**src/rtl/fifo_rd_stream_if.sv**
```systemverilog
// Output stream of the FIFO read side: valid/ready handshake with data and burst-last flag.
interface fifo_rd_stream_if #(
  parameter int D_SIZE = 8
);
  logic              m_valid;
  logic              m_ready;
  logic [D_SIZE-1:0] m_data;
  logic              m_last;

  modport master (output m_valid, m_data, m_last, input m_ready);
  modport slave  (input m_valid, m_data, m_last, output m_ready);
endinterface

```
**src/rtl/fifo_rd_stream.sv**
```systemverilog
// Pops an async-FIFO read port into a 2-entry skid buffer and streams it out with burst framing.
// Pop-to-m_valid latency 1 cycle; m_ready low fills the buffer, then pops stop until a transfer frees a slot.
module fifo_rd_stream #(
  parameter int D_SIZE    = 8,
  parameter int BURST_LEN = 4,
  parameter int CNT_W     = 16
) (
  input  logic              r_clk,
  input  logic              r_rstn,
  input  logic              en,
  input  logic              empty,
  input  logic [D_SIZE-1:0] rd_data,
  output logic              r_inc,
  output logic [CNT_W-1:0]  pop_cnt,
  output logic              busy,
  fifo_rd_stream_if.master  m
);
  localparam int BW = (BURST_LEN > 1) ? $clog2(BURST_LEN) : 1;
  localparam int SW = BW + 2;

  typedef enum logic [1:0] {IDLE, ACTIVE, FLUSH} state_t;

  state_t                  state_q, state_d;
  logic [1:0]              buf_cnt_q, buf_cnt_d, cnt_keep;
  logic [1:0][D_SIZE-1:0]  dat_q, dat_d;
  logic [1:0]              last_q, last_d;
  logic [BW-1:0]           beat_q, beat_d;
  logic [CNT_W-1:0]        pop_cnt_q, pop_cnt_d;
  logic                    pop_q, rst_done_q, busy_q;
  logic                    m_valid, xfer, may_pop, new_last;
  logic [SW-1:0]           pos;

  assign m_valid = (buf_cnt_q != 2'd0);
  assign xfer    = m_valid & m.m_ready;

  always_comb begin
    may_pop = (state_q == ACTIVE) | ((state_q == IDLE) & en);
    // rst_done_q holds off any pop until the first edge after reset release
    r_inc   = rst_done_q & may_pop & en & ~empty & ~pop_q & ((buf_cnt_q != 2'd2) | xfer);

    // Beat index of the incoming word = head beat + words already queued ahead of it
    pos      = SW'(beat_q) + SW'(buf_cnt_q);
    new_last = (pos == SW'(BURST_LEN - 1)) | (pos == SW'(2 * BURST_LEN - 1)) |
               (pos == SW'(3 * BURST_LEN - 1));

    cnt_keep = buf_cnt_q - {1'b0, xfer};
    dat_d    = dat_q;
    last_d   = last_q;
    if (xfer) begin
      dat_d[0]  = dat_q[1];
      last_d[0] = last_q[1];
    end
    if (r_inc) begin
      dat_d[cnt_keep[0]]  = rd_data;
      last_d[cnt_keep[0]] = new_last;
    end
    buf_cnt_d = cnt_keep + {1'b0, r_inc};

    beat_d = beat_q;
    if (xfer) beat_d = (beat_q == BW'(BURST_LEN - 1)) ? '0 : beat_q + BW'(1);

    pop_cnt_d = pop_cnt_q + CNT_W'(r_inc);

    state_d = state_q;
    case (state_q)
      IDLE:    if (en) state_d = ACTIVE;
      ACTIVE:  if (!en) state_d = (buf_cnt_d != 2'd0) ? FLUSH : IDLE;
      FLUSH: begin
        if (en)                       state_d = ACTIVE;
        else if (buf_cnt_d == 2'd0)   state_d = IDLE;
      end
      default: state_d = IDLE;
    endcase
  end

  always_ff @(posedge r_clk or negedge r_rstn) begin
    if (!r_rstn) begin
      state_q    <= IDLE;
      buf_cnt_q  <= 2'd0;
      dat_q      <= '0;
      last_q     <= '0;
      beat_q     <= '0;
      pop_cnt_q  <= '0;
      pop_q      <= 1'b0;
      rst_done_q <= 1'b0;
      busy_q     <= 1'b0;
    end else begin
      state_q    <= state_d;
      buf_cnt_q  <= buf_cnt_d;
      dat_q      <= dat_d;
      last_q     <= last_d;
      beat_q     <= beat_d;
      pop_cnt_q  <= pop_cnt_d;
      pop_q      <= r_inc;
      rst_done_q <= 1'b1;
      busy_q     <= (state_d != IDLE);
    end
  end

  assign m.m_valid = m_valid;
  assign m.m_data  = dat_q[0];
  assign m.m_last  = last_q[0] & m_valid;
  assign pop_cnt   = pop_cnt_q;
  assign busy      = busy_q;
endmodule

```
**src/flat_wrapper.sv**
```systemverilog
// flat-port wrapper written by rule: the top's interface ports become plain ports
module fifo_rd_stream_flat 
#(
  parameter int D_SIZE    = 8,
  parameter int BURST_LEN = 4,
  parameter int CNT_W     = 16
)
  (r_clk, r_rstn, en, empty, rd_data, r_inc, pop_cnt, busy, m_m_valid, m_m_data, m_m_last, m_m_ready);
  fifo_rd_stream_if #(.D_SIZE(D_SIZE)) m_i ();
  input  logic r_clk;
  input  logic r_rstn;
  input  logic en;
  input  logic empty;
  input  logic [D_SIZE-1:0] rd_data;
  output logic r_inc;
  output logic [CNT_W-1:0] pop_cnt;
  output logic busy;
  output wire logic [$bits(m_i.m_valid)-1:0] m_m_valid;
  output wire logic [$bits(m_i.m_data)-1:0] m_m_data;
  output wire logic [$bits(m_i.m_last)-1:0] m_m_last;
  input wire logic [$bits(m_i.m_ready)-1:0] m_m_ready;
  assign m_m_valid = m_i.m_valid;
  assign m_m_data = m_i.m_data;
  assign m_m_last = m_i.m_last;
  assign m_i.m_ready = m_m_ready;
  fifo_rd_stream #(.D_SIZE(D_SIZE), .BURST_LEN(BURST_LEN), .CNT_W(CNT_W)) u_core (.r_clk(r_clk), .r_rstn(r_rstn), .en(en), .empty(empty), .rd_data(rd_data), .r_inc(r_inc), .pop_cnt(pop_cnt), .busy(busy), .m(m_i));
endmodule
```
**config.mk**
```make
export PLATFORM = sky130hd
export DESIGN_NAME = fifo_rd_stream_flat
export DESIGN_NICKNAME = d
export VERILOG_FILES = /design/src/rtl/fifo_rd_stream_if.sv /design/src/rtl/fifo_rd_stream.sv /design/src/flat_wrapper.sv
export SDC_FILE = /design/constraint.sdc
export NUM_CORES = 1
export LEC_CHECK = 0
export ABC_AREA = 1
export CORE_MARGIN = 1.5
export CORE_UTILIZATION = 51
export CTS_CLUSTER_DIAMETER = 50
export DETAILED_ROUTE_END_ITERATION = 8
export PLACE_DENSITY = 0.79
export SYNTH_ARGS = -nofsm -noshare
export SYNTH_HDL_FRONTEND = slang
export SYNTH_SLANG_ARGS = --single-unit
```
**constraint.sdc**
```tcl
create_clock -name r_clk -period 2.4 [get_ports r_clk]
set_clock_uncertainty 0.15 [all_clocks]
set_input_delay 0.72 -clock r_clk [delete_from_list [all_inputs] [get_ports r_clk]]
set_output_delay 0.72 -clock r_clk [all_outputs]
set_load 0.02 [all_outputs]
```
# [Word-level counts from Yosys, hierarchy flattened]
# Index checks and enable logic that the tools add are counted.
[word_totals] reg_bits=43 in_bits=13 out_inout_bits=28 elab_cells=62
[classes] add_sub_neg=5 magnitude_cmp=2 eq_ne=7 mux=17 n_bitwise=14 n_reduce_logical=6
[ops] cell="$mux 8" n=3
[ops] cell="$add 16x1->16" n=1
[ops] cell="$bwmux 16" n=1
[ops] cell="$mux 2" n=6
[ops] cell="$and 1x1->1" n=8
[ops] cell="$demux 8 s1" n=1
[ops] cell="$pmux 2 s3" n=1
[ops] cell="$reduce_bool 2->1" n=3
[ops] cell="$eq 2x2->1 const B" n=2
[ops] cell="$eq 4x2->1 const B" n=1
[ops] cell="$eq 4x3->1 const B" n=1
[ops] cell="$eq 4x4->1 const B" n=1
[ops] cell="$logic_not 2->1" n=2
[ops] cell="$or 1x1->1" n=4
[ops] cell="$add 2x2->3" n=1
[ops] cell="$mux 1" n=3
[ops] cell="$add 2x1->2" n=1
[ops] cell="$add 2x1->2 const B" n=1
[ops] cell="$bwmux 2" n=1
[ops] cell="$eq 2x1->1 const B" n=1
[ops] cell="$lt 1x2->1 const B" n=1
[ops] cell="$ne 2x2->1 const B" n=1
[ops] cell="$not 1->1" n=2
[ops] cell="$sub 2x1->2" n=1
[ops] cell="other kinds (3)" n=3

# [Logic depth before layout (Yosys ltp)]
[depth] word_depth=14 depth_mapped=13 ltp_nobuf=13

# [Worst setup path after synthesis]
# No wires, ideal clock.
[synth_timing] kind="input-to-reg" start="in en" end="reg u_core.pop_cnt_q[12] (netlist: u_core.pop_cnt[12])" setup_time_ps=123 arrival_time_ps=2149 t_required_ps=2127 slack_ps=-22 path_stages=11 n_path_buf=0 path_cell_list="nand2_1 nor2_1 nand3_1 inv_1 ha_1 ha_1 nand2_1 nor2_1 nand3b_1 o21ai_0 nand2_1"
[synth_between] elab_chain_cells=8
[synth_lines] element="start, declared" line="flat_wrapper.sv:12" rtl="input logic en;"
[synth_lines] element="$and 1x1->1" line="fifo_rd_stream.sv:37" rtl="may_pop = (state_q == ACTIVE) | ((state_q == IDLE) & en);"
[synth_lines] element="$or 1x1->1" line="fifo_rd_stream.sv:37"
[synth_lines] element="$and 1x1->1" line="fifo_rd_stream.sv:39" rtl="r_inc = rst_done_q & may_pop & en & ~empty & ~pop_q & ((buf_cnt_q != 2'd2) | xfer);"
[synth_lines] element="$and 1x1->1 * (4 in a row)" line="fifo_rd_stream.sv:39"
[synth_lines] element="net r_inc" line="flat_wrapper.sv:15" rtl="output logic r_inc;"
[synth_lines] element="$add 16x1->16 *" line="fifo_rd_stream.sv:62" rtl="pop_cnt_d = pop_cnt_q + CNT_W'(r_inc);"
[synth_lines] element="net u_core.pop_cnt_d[12]" line="fifo_rd_stream.sv:28" rtl="logic [CNT_W-1:0] pop_cnt_q, pop_cnt_d;"
[synth_lines] element="end signal, assigned" line="fifo_rd_stream.sv:93" rtl="pop_cnt_q <= pop_cnt_d;"
[synth_lines] element="end, declared" line="fifo_rd_stream.sv:28"
# The timed path passes the listed nets; every way through them passes the cells marked *.
# A chain may end at the register's enable or synchronous reset.

# [Worst setup path in the final report]
[layout_timing] start="reg u_core.buf_cnt_q[1]" end="out m_m_last"
[layout_between] elab_chain_cells=2
[layout_lines] element="start, declared" line="fifo_rd_stream.sv:24" rtl="logic [1:0] buf_cnt_q, buf_cnt_d, cnt_keep;"
[layout_lines] element="start signal, assigned" line="fifo_rd_stream.sv:89" rtl="buf_cnt_q <= buf_cnt_d;"
[layout_lines] element="$reduce_bool 2->1" line="fifo_rd_stream.sv:33" rtl="assign m_valid = (buf_cnt_q != 2'd0);"
[layout_lines] element="$and 1x1->1" line="fifo_rd_stream.sv:102" rtl="assign m.m_last = last_q[0] & m_valid;"
[layout_lines] element="end, declared" line="flat_wrapper.sv:20" rtl="output wire logic [$bits(m_i.m_last)-1:0] m_m_last;"
# Every way passes these cells.

==> results.cfg <==
[synth]
syn-num-nets = 265
synth_edf_count = 0
ys_seq_area_frac = 0.5110
ys_async_sr_fraction = 1.000
yosysWarnings = 0
synthFlopType = dfrtp_1
ys_ff_latch = 43
avgSynthCellArea_sq_um = 8.560
syn_inst = 246
netlist_area_sq_um = 2106
synth_cell_types = 28

[cts]
clk_latency_ps = 300
cts_tree = yes
clock-sinks = 43
cts_buffers = 5
clock_path_buffers = 2
clockRootBuffer = clkbuf_8
clk_pin_slew_ps = 80
h-tree-depth = 2

[timing]
fin_crit_ps = 2353
max_freq_mhz = 425.0
finalSetupTns_ps = 0
worstMarginPinSlew_ps = 525.4
finalSetupViolations = 0
slew_viol_final = 0
final_hold_viol_count = 0
maxSlewHeadroom = 0.6498
whs_ps = 235.9
finalCritPeriodShare = 0.9803

[detailed_routing]
first_pass_iters = 4
wire_per_inst_um = 12.11
route.detailed.drc = 0
vias = 1712
viasPerCell = 4.769
drt-total-wl_mm = 4.348
antenna_left = 0
first_iter_violations = 84

[layout]
nets = 327
drive_gt1_frac = 0.1909
areaGrowthSynthToFinish_pct = 33.75
most-common-layout-cells = nand2_1, dfrtp_1, clkdlybuf4s50_1, inv_1, buf_4
final_common_cell = nand2_1
fin_util = 0.7092
diodes = 0

[global_route]
grt_overflow = 0
track_usage = 0.2175
antenna_found_initial = 0
grt_pass1_wl_mm = 7.162
grt_pass1_vias = 1600
grt_max_degree = 23

[status]
outcome = complete, no violations

[floorplan]
rows = 23
fp.dieW_um = 67.26
core-area_sq_um = 3971
die_h_um = 67.26
start_util = 0.5302
io_pins = 41
design.die.area_sq_um = 4523

[worst_setup_path]
cp-startpoint = u_core.buf_cnt_q[1]$_DFF_PN0_
crit_type = flop to primary output
cp_max_fo = 6
regToRegStartpoint = u_core.state_q[1]$_DFF_PN0_
reg2regPathDepth = 13
endpoint = m_m_last
cp.arrival_ps = 1480
cp-end-kind = primary output
start_kind = flop
required_ps = 1530
rrSetupSlack_ps = 310
reg2reg_to = u_core.last_q[0]$_DFF_PN0_

[flow_run]
maxCapViolations = 0

[pwr]
leakage_nw = 1.398
ir_drop_uv = 639.4
powerDensity_nw_per_um2 = 1032

[worst_hold_path]
worstHoldPathType = input port to asynchronous set/reset pin

[placement]
dp_hpwl_mm = 2.922
gp_congestion = 0.7812
port_buffers = 40
==> kinds of logic after synthesis <==
kind of cell | share of synthesized area
compound gates | 0.06892
xor+xnor | 0.04159
fa+ha+maj | 0.03565
buf+inv | 0.09328
flops | 0.5110
other cells | 0.001781
simple gates | 0.2478
==> cell type report <==
type / count / area [sq um]
repair buffers: 65 / 580.6
inverters: 31 / 116.4
fillers: 322 / 1155
clock buffers: 8 / 100.1
flip-flops and latches: 43 / 1077
well taps: 50 / 62.56
multi-input cells: 162 / 879.6
==> worst min path at each step <==
stage                     slack [ps]  cells after the start                    startpoint                            to
after floorplan                  270                      0                        r_rstn  u_core.beat_q[0]$_DFFE_PN0P_
after global placement           320                      2  u_core.last_q[1]$_DFFE_PN0N_  u_core.last_q[1]$_DFFE_PN0N_
after detailed placement         320                      2  u_core.last_q[1]$_DFFE_PN0N_  u_core.last_q[1]$_DFFE_PN0N_
after CTS                        250                      1                        r_rstn  u_core.beat_q[1]$_DFFE_PN0P_
after global routing             260                      1                        r_rstn  u_core.dat_q[10]$_DFFE_PN0N_
final                            240                      1                        r_rstn  u_core.dat_q[11]$_DFFE_PN0N_
==> worst max-delay path, cell delays in order, from the launching register on <==
cell and delay [ps]:
dfrtp_2 450, o21a_1 200, clkdlybuf4s50_1 530
==> stage by stage <==
step | cells | setup WS [ps] | instance area [sq um] | power, mW
3_5_place_dp | 343 | -635.4 | 2619 | 2.351
3_3_place_gp | 343 | -606.0 | 2619 | 2.316
6_report | 359 | 47.33 | 2816 | 2.906
5_1_grt | 359 | -11.90 | 2816 | 3.117
2_1_floorplan | 246 | 35.00 | 2106 | 1.960
4_1_cts | 357 | 37.27 | 2790 | 2.895
==> sequential cells by signal, summed over array words and instances, names as in the netlist <==
register and cells:
u_core.pop_cnt 16, u_core.dat_q 8, u_core.m.m_data 8, u_core.beat_q 2, u_core.buf_cnt_q 2, u_core.last_q 2
u_core.state_q 2, u_core.busy 1, u_core.pop_q 1, u_core.rst_done_q 1
==> cells in the mapped netlist, types with 2 or more instances <==
cell type,instances,share of area
nand2_1,85,0.15
xor2_1,6,0.025
inv_2,2,0.0036
ha_1,6,0.036
nand4_1,2,0.0059
inv_1,28,0.050
o21a_1,2,0.0071
nor2_1,15,0.027
xnor2_1,4,0.017
nand2_4,2,0.011
dfrtp_1,43,0.51
nand3_1,11,0.026
o21ai_0,11,0.026
o21ai_2,8,0.033
buf_4,8,0.029
==> what timing repair did <==
item,CTS,global route
hold buffers,0,0
gates cloned,0,1
endpoints found under the setup margin,7,16
pin swaps,5,3
gates resized for setup,17,2
setup buffers,6,1
==> power by group <==
| part | internal, mW | total (mW) | switching (mW) | leakage [nW] |
|---|---|---|---|---|
| clock | 0.263 | 0.506 | 0.244 | 0.0515 |
| sequential | 0.968 | 1.13 | 0.164 | 0.527 |
| combinational | 0.584 | 1.27 | 0.684 | 0.819 |
==> layer usage <==
layer,GRT usage,vias up,routed length [um]
met2,0.3676,40,2052
met4,0.07143,0,50
met3,0.05500,6,205
li1,-,875,-
met1,0.2732,791,2039
met5,0,-,0
Power figures use the tool's default switching activity.
